`config.mk`:
```
export PLATFORM = sky130hd
export DESIGN_NAME = drt_enumerator
export DESIGN_NICKNAME = d
export VERILOG_FILES = /design/src/rtl/drt_enumerator.sv
export SDC_FILE = /design/constraint.sdc
export NUM_CORES = 1
export LEC_CHECK = 0
export BUFFER_PORTS_ARGS = -buffer_cell sky130_fd_sc_hd__buf_2
export CORE_MARGIN = 4
export CORE_UTILIZATION = 45
export CTS_BUF_LIST = sky130_fd_sc_hd__clkbuf_4
export DETAILED_ROUTE_END_ITERATION = 10
export PLACE_DENSITY = 0.72
export SYNTH_ARGS = -nofsm -noshare
export SYNTH_HDL_FRONTEND = slang
export SYNTH_SLANG_ARGS = --single-unit
export TNS_END_PERCENT = 1
```
`constraint.sdc`:
```
create_clock -name clk -period 10.4 [get_ports clk]
set_input_delay 2.08 -clock clk [delete_from_list [all_inputs] [get_ports clk]]
set_output_delay 2.08 -clock clk [all_outputs]
set_load 0.05 [all_outputs]
```
`src/rtl/drt_enumerator.sv`:
```
// Wishbone master that walks the device ROM table (header, then one record per
// device) and streams each decoded record to a ready/valid consumer.
module drt_enumerator #(
  parameter logic [31:0] BASE_ADR     = 32'h0000_0000,
  parameter int unsigned HEADER_WORDS = 8,
  parameter int unsigned DEV_WORDS    = 8,
  parameter int unsigned MAX_DEVICES  = 16,
  parameter int unsigned TIMEOUT      = 255
) (
  input  logic        clk,
  input  logic        rst,
  input  logic        start,
  output logic        busy,
  output logic        done,
  output logic        error,
  output logic [15:0] drt_id,
  output logic [15:0] drt_version,
  output logic [31:0] num_devices,
  output logic        dev_valid,
  input  logic        dev_ready,
  output logic [7:0]  dev_index,
  output logic [31:0] dev_id,
  output logic [31:0] dev_info,
  output logic [31:0] dev_mem_off,
  output logic [31:0] dev_size,
  output logic        wbm_cyc_o,
  output logic        wbm_stb_o,
  output logic        wbm_we_o,
  output logic [3:0]  wbm_sel_o,
  output logic [31:0] wbm_adr_o,
  output logic [31:0] wbm_dat_o,
  input  logic [31:0] wbm_dat_i,
  input  logic        wbm_ack_i
);

  typedef enum logic [2:0] {
    IDLE, REQ, WAIT_ACK, WAIT_REL, NEXT, EMIT, FINISH
  } state_t;

  typedef struct packed {
    logic [15:0] id;
    logic [15:0] version;
    logic [31:0] count;
    logic [31:0] dev_id;
    logic [31:0] dev_info;
    logic [31:0] dev_mem_off;
    logic [31:0] dev_size;
  } fields_t;

  state_t      state_q, state_d;
  fields_t     fld_q, fld_d;
  logic        in_hdr_q, in_hdr_d;
  logic [1:0]  word_q, word_d;
  logic [7:0]  dev_q, dev_d;
  logic [7:0]  tmo_q, tmo_d;
  logic        error_q, error_d;
  logic [31:0] word_off;
  logic        tmo_expired;

  // Header words sit at the table base; device words follow at a fixed stride.
  assign word_off = in_hdr_q ? 32'(word_q)
                  : 32'(HEADER_WORDS) + 32'(dev_q) * 32'(DEV_WORDS) + 32'(word_q);
  assign tmo_expired = (tmo_q <= 8'd1);

  // NOTE: every variable gets a default before the case so no path leaves it
  // unassigned, which would otherwise infer a latch.
  always_comb begin
    state_d  = state_q;
    fld_d    = fld_q;
    in_hdr_d = in_hdr_q;
    word_d   = word_q;
    dev_d    = dev_q;
    tmo_d    = tmo_q;
    error_d  = error_q;

    unique case (state_q)
      IDLE: begin
        if (start) begin
          error_d  = 1'b0;
          fld_d    = '0;
          in_hdr_d = 1'b1;
          word_d   = 2'd0;
          dev_d    = 8'd0;
          state_d  = REQ;
        end
      end

      REQ: begin
        tmo_d   = 8'(TIMEOUT);
        state_d = WAIT_ACK;
      end

      WAIT_ACK: begin
        if (wbm_ack_i) begin
          if (in_hdr_q) begin
            if (word_q == 2'd0) {fld_d.id, fld_d.version} = wbm_dat_i;
            else                fld_d.count = wbm_dat_i;
          end else begin
            unique case (word_q)
              2'd0: fld_d.dev_id      = wbm_dat_i;
              2'd1: fld_d.dev_info    = wbm_dat_i;
              2'd2: fld_d.dev_mem_off = wbm_dat_i;
              2'd3: fld_d.dev_size    = wbm_dat_i;
              default: ;
            endcase
          end
          state_d = WAIT_REL;
        end else if (tmo_expired) begin
          error_d = 1'b1;
          state_d = FINISH;
        end else begin
          tmo_d = tmo_q - 8'd1;
        end
      end

      // Same timeout budget keeps running while the slave releases ack.
      WAIT_REL: begin
        if (!wbm_ack_i) begin
          state_d = NEXT;
        end else if (tmo_expired) begin
          error_d = 1'b1;
          state_d = FINISH;
        end else begin
          tmo_d = tmo_q - 8'd1;
        end
      end

      NEXT: begin
        state_d = REQ;
        if (in_hdr_q) begin
          if (word_q == 2'd0) begin
            word_d = 2'd1;
          end else if (fld_q.count == 32'd0) begin
            state_d = FINISH;
          end else if (fld_q.count > 32'(MAX_DEVICES)) begin
            error_d = 1'b1;
            state_d = FINISH;
          end else begin
            in_hdr_d = 1'b0;
            word_d   = 2'd0;
            dev_d    = 8'd0;
          end
        end else if (word_q != 2'd3) begin
          word_d = word_q + 2'd1;
        end else begin
          state_d = EMIT;
        end
      end

      EMIT: begin
        if (dev_ready) begin
          dev_d = dev_q + 8'd1;
          if (32'(dev_q) + 32'd1 == fld_q.count) begin
            state_d = FINISH;
          end else begin
            word_d  = 2'd0;
            state_d = REQ;
          end
        end
      end

      FINISH: state_d = IDLE;

      default: state_d = IDLE;
    endcase
  end

  // NOTE: state updates use non-blocking assignments so every register samples
  // the pre-edge values regardless of statement order.
  always_ff @(posedge clk or posedge rst) begin
    if (rst) begin
      state_q  <= IDLE;
      fld_q    <= '0;
      in_hdr_q <= 1'b0;
      word_q   <= 2'd0;
      dev_q    <= 8'd0;
      tmo_q    <= 8'd0;
      error_q  <= 1'b0;
    end else begin
      state_q  <= state_d;
      fld_q    <= fld_d;
      in_hdr_q <= in_hdr_d;
      word_q   <= word_d;
      dev_q    <= dev_d;
      tmo_q    <= tmo_d;
      error_q  <= error_d;
    end
  end

  // Bus and status outputs decode straight from the state register, so an
  // asynchronous reset drops cyc/stb immediately.
  assign busy        = (state_q != IDLE);
  assign done        = (state_q == FINISH);
  assign error       = error_q;
  assign drt_id      = fld_q.id;
  assign drt_version = fld_q.version;
  assign num_devices = fld_q.count;
  assign dev_valid   = (state_q == EMIT);
  assign dev_index   = dev_q;
  assign dev_id      = fld_q.dev_id;
  assign dev_info    = fld_q.dev_info;
  assign dev_mem_off = fld_q.dev_mem_off;
  assign dev_size    = fld_q.dev_size;

  assign wbm_cyc_o = (state_q == REQ) || (state_q == WAIT_ACK) || (state_q == WAIT_REL);
  assign wbm_stb_o = (state_q == REQ) || (state_q == WAIT_ACK);
  assign wbm_we_o  = 1'b0;
  assign wbm_sel_o = wbm_cyc_o ? 4'hF : 4'h0;
  assign wbm_adr_o = wbm_cyc_o ? BASE_ADR + word_off : 32'h0;
  assign wbm_dat_o = 32'h0;

endmodule

```
; ---- Yosys cells after proc, flatten, opt, wreduce, memory -nomap -nowiden
; Index checks and enable logic that the tools add are counted.
[totals]
reg_bits = 215
inputBits = 37
[classes]
muxes = 60
eq_ne = 32
reduce_logical = 23
n_addsub = 6
n_lt_le_gt_ge = 2
[ops]
columns = operator, count
row1 = two-way mux 192 bit, 2
row2 = case mux 192 bit (2 select lines), 1
row3 = two-way mux 32 bit, 5
row4 = two-way mux 128 bit, 1
row5 = two-way mux 8 bit, 9
row6 = two-way mux 64 bit, 1
row7 = case mux 8 bit (3 select lines), 2
row8 = two-way mux 3 bit, 11
row9 = equality test 9 x 32 -> 1 bit, 1
row10 = "greater-than comparator 32 x 5 -> 1 bit, second input constant", 1
row11 = logical NOT 32 bit, 1
row12 = "!= test 2 bit, second input constant", 15
row13 = AND reduction 5 bit, 6
row14 = two-way mux 13 bit, 2
row15 = case mux 3 bit (6 select lines), 1
row16 = two-way mux 2 bit, 8
row17 = AND reduction 7 bit, 2
row18 = adder 12 x 2 -> 13 bit, 1
row19 = two-way mux 1 bit, 13
row20 = "adder 4 x 11 -> 12 bit, first input constant", 1
row21 = "adder 8 x 1 -> 9 bit, second input constant", 1
row22 = "equality test 3 bit, second input constant", 3
row23 = nonzero test 3 bit, 3
row24 = "adder 8 x 1 -> 8 bit, second input constant", 1
row25 = other kinds (22), 31

; ---- Logic depth before layout (Yosys ltp)
[logic_depth]
depth_word = 6
depth_mapped = 8
mapped_depth_nobuf = 7

; ---- Worst setup path after synthesis
; Ideal clock, no wire load.
[synth_timing]
path_type = flip-flop to output port
start = register dev_q[2] (netlist: dev_index[2])
end = output wbm_adr_o[8]
path_slack_ns = 6.068
arrival_ns = 2.252
stages_incl_launch_ff = 7
required_time_ns = 8.320
cell_sequence = dfrtp_1 buf_2 and3_1 clkbuf_1 nand3_1 xor2_1 nor2_1
[synth_between]
elab_chain_len = 4
[synth_lines]
columns = item, line
row1 = start: declaration, 54  ; logic [7:0] dev_q, dev_d;
row2 = start signal: assignment, 184  ; dev_q <= dev_d;
row3 = adder 4 x 11 -> 12 bit, 62  ; : 32'(HEADER_WORDS) + 32'(dev_q) * 32'(DEV_WORDS) + 32'(word_q);
row4 = adder 12 x 2 -> 13 bit, 62
row5 = two-way mux 13 bit, 61  ; assign word_off = in_hdr_q ? 32'(word_q)
row6 = two-way mux 13 bit, 209  ; assign wbm_adr_o = wbm_cyc_o ? BASE_ADR + word_off : 32'h0;
row7 = end: declaration, 30  ; output logic [31:0] wbm_adr_o,
; Every way passes these cells.

; ---- Worst setup path in the final report
[layout_timing]
start = register state_q[0]
end = output wbm_adr_o[9]
[layout_between]
elab_chain_len = 4
word_cells_on_any_way = 6
classes_between = 3 x eq/ne / 1 x mux / 2 x reduce/logical
[layout_lines]
columns = item, line
row1 = start: declaration, 50  ; state_t state_q, state_d;
row2 = start signal: assignment, 180  ; state_q <= state_d;
row3 = equality test 3 x 1 -> 1 bit or equality test 3 x 2 -> 1 bit (tied branches), 205  ; assign wbm_cyc_o = (state_q == REQ) || (state_q == WAIT_ACK) || (state_q == WAIT_REL);
row4 = logical OR 1 bit, 205
row5 = logical OR 1 bit *, 205
row6 = two-way mux 13 bit *, 209
; Mark *: on every way between the ends. The rest lies on a longest branch, timed or not.

==> summary.md <==
| Metric | Value |
|---|---|
| Status | `finished, final reports clean` |
| Drt first pass iters | `4` |
| Area grow syn2layout | `20.9%` |
| CP delay by family, top | `simple AND/OR/NAND/NOR gates` |
| Clk buf depth | `3` |
| Hold Startpoint | `dev_mem_off[4]$_DFFE_PP0P_` |
| Buf/Inv on CP | `1` |
| Initial core utilization | `46.1%` |
| Worst skew pair latency | `~670 ps` |
| Reg2reg setup slack | `between 7000 and 8000 ps` |
| Setup violations, final | `0` |
| R2r worst-path depth | `5` |
| Worst slew margin | `about a third` |
| RePlAce Congestion | `approximately 0.95` |
| Worst reg2reg path endpoint | `drt_version[6]$_DFFE_PP0P_` |
| Synth Warn # | `0` |
| Die X | `approximately 150 microns` |
| Share of cells above drive strength 1 | `between 20 and 30%` |
| NumNets Final | `between 1,000 and 1,500` |
| Total CTS buffers | `56` |
| Post_cts resized | `0` |
| RSZ-0062 raised after global routing | `false` |
| FMAX | `roughly 0.21 GHz` |
| Total Neg Setup Slack | `0 ps` |
| Cell mode on critical path | `nor2_1` |
| Post-synth top area share | `a little under three fifths` |
| Crit Path Class | `flop to output pin` |
| CP Cell Sequence | `nor2_1 -> or3_1 -> nor2_1 -> buf_2` |
| DRT Wirelength | `around 27,000 microns` |
| CTS root buf | `clkbuf_4` |
| Initial DRC Count | `427` |
| Max-cap violations | `0` |
| Ys async rst share | `100%` |
| Total grt overflow | `0` |
| Commonest non-fill, non-tap cell in the layout | `buf_2` |
| Most frequent cells in the layout | `buf_2, nand2_1, dfrtp_1` |
| Average instance area after synthesis | `~9.6 sq um` |
| CTS tree | `yes` |
| Period minus WS final | `between 4000 and 5000 ps` |
| Largest cells by area after synthesis | `dfrtp_1, o21ai_0, nand2_1` |
| Hold endpoint | `dev_mem_off[4]$_DFFE_PP0P_` |
| Netlist Area Pre-Place | `9380 sq um` |
| Via count | `7,788` |
| Clk sinks | `215` |
| Startpoint of the worst register-to-register path | `state_q[0]$_DFFE_PP0P_` |
| Hold path depth | `2` |
| Core area | `around 20,000 sq um` |
| Largest net degree at the start of global routing | `roughly 140` |
| GRT Util Overall | `a little under a quarter` |
| H-tree depth | `2` |
| Vias in the first global route | `between 7,000 and 8,000` |
| FP Rows | `between 50 and 60` |
| Critical Path RT | `about 8300 ps` |
| # fillers | `about 1,900` |
| Crit path max fanout | `23` |
| IO buf count | `roughly 260` |
| Postcts setup bufs | `0` |
| CP max stage delay | `about 850 ps` |
| Primary FF master, synth | `dfrtp_1` |
| # hold bufs at CTS | `0` |
| Post-DR wirelength/cell | `around 17 microns` |
| Post-Synthesis Cells | `roughly 1,000` |
| Tightest Pin Transition | `between 1000 and 1500 ps` |
| Clock Skew | `between 30 and 40 ps` |
| Slowest cell on the critical path | `dfrtp_1` |
| Synthesized flop and latch total | `between 200 and 250` |
| DP Wirelength | `about 18,000 microns` |
| Min-Delay Path Class | `flop to flop` |
| Remaining DRCs | `0` |
| Die area | `roughly 23,000 sq um` |
| Die span in y | `around 150 microns` |
| Post-synth EDFFs | `0` |
| Initial antenna violation count | `2` |
| Seq/Total Area, Yosys | `57.4%` |
| Critical path depth | `4` |
| Crit path capture type | `output pin` |
| I/O pin count | `about 310` |
| Detail Route Antenna Nets | `0` |
| Synth cell types | `58` |
| Final hold vios | `0` |
| Clock-pin slew on the worst setup and hold paths | `60 ps` |
| Arrival time of the worst setup path | `2650 ps` |
| Max Slew Vio Count | `0` |
| Drt via density | `5.04` |
| Synth area leader | `dfrtp_1` |
| CP Launch Type | `flop` |
| First-pass GRT wire length | `between 40,000 and 50,000 microns` |
| Fin crit share | `between 40 and 50%` |
## tightest hold or removal path: cells and delay by family (launching register included)
| family | cells | cell delay (ps) |
|---|---|---|
| compound gates | 1 | 60 |
| flops | 1 | 330 |
| simple gates | 1 | 40 |
## cell type report
type	instances	area (sq um)	area share, %
sequential	215	5380	47.5
multi-input combinational	684	3510	31.0
timing repair buffer	264	1340	11.8
clock buffer	82	616	5.43
tap	270	338	2.98
clock inverter	16	95.1	0.839
inverter	13	56.3	0.497
antenna	1	2.50	0.0221
## Yosys cell counts, drive strengths merged, types with 3 or more instances
cell type / n
a211o: 3
a21o: 8
a21oi: 9
a31o: 3
and3: 7
and4: 3
buf: 88
clkbuf: 26
dfrtp: 215
ha: 7
inv: 12
nand2: 243
nand3: 11
nand4: 6
nor2: 24
nor2b: 10
nor3: 14
nor3b: 6
nor4: 8
o21a: 3
o21ai: 206
o31ai: 3
or3: 6
xnor2: 9
xor2: 11
## logic make-up after synthesis
family	count (synthesis)	synth area share, %
AO/OA/AOI/OAI	255	15.4
XOR/XNOR	21	2.11
adder cells (fa/ha/maj)	8	1.04
buffers and inverters	127	7.83
flip-flops	215	57.4
multiplexers	2	0.227
other	1	0.0400
AND/OR/NAND/NOR	344	16.0
## worst max path at each step
stage                                       from                          to  slack (ps)
after floorplan                              rst       dev_id[0]$_DFFE_PP0P_        2440
after global placement                 wbm_ack_i  drt_version[0]$_DFFE_PP0P_        6340
after detailed placement               wbm_ack_i       drt_id[7]$_DFFE_PP0P_        6220
after CTS                 state_q[0]$_DFFE_PP0P_                wbm_adr_o[9]        5640
after global routing      state_q[0]$_DFFE_PP0P_               wbm_adr_o[10]        5440
final                     state_q[0]$_DFFE_PP0P_                wbm_adr_o[9]        5670
## flip-flops by register name, indices dropped and copies added (netlist names)
register / flops
dev_id: 32
dev_info: 32
dev_mem_off: 32
dev_size: 32
num_devices: 32
drt_id: 16
drt_version: 16
dev_index: 8
tmo_q: 8
state_q: 3
word_q: 2
error: 1
in_hdr_q: 1
## through the flow
step	hold WS, ps	instance area, sq um	util, %	setup slack [ps]	instances
2_1_floorplan	484	9580	-	2440	1026
3_3_place_gp	457	10600	52.2	6340	1446
3_5_place_dp	465	10600	52.2	6220	1446
4_1_cts	479	11300	55.7	5640	1544
5_1_grt	499	11300	55.7	5440	1545
6_report	473	11300	55.7	5670	1545
## layer usage
metal / up-vias / global-route usage (%) / wire (microns) / part of all wire [%]
li1: 3737 / - / - / -
met1: 3673 / 29.8 / 11300 / 42
met2: 325 / 35.8 / 12500 / 47
met3: 51 / 7.24 / 2370 / 8.9
met4: 2 / 7.19 / 586 / 2.2
met5: - / 0 / 13 / 0.049
Power is left out: the tool's default activity adds up to more than one toggle a clock period on the data nets, which glitch-free logic cannot reach.
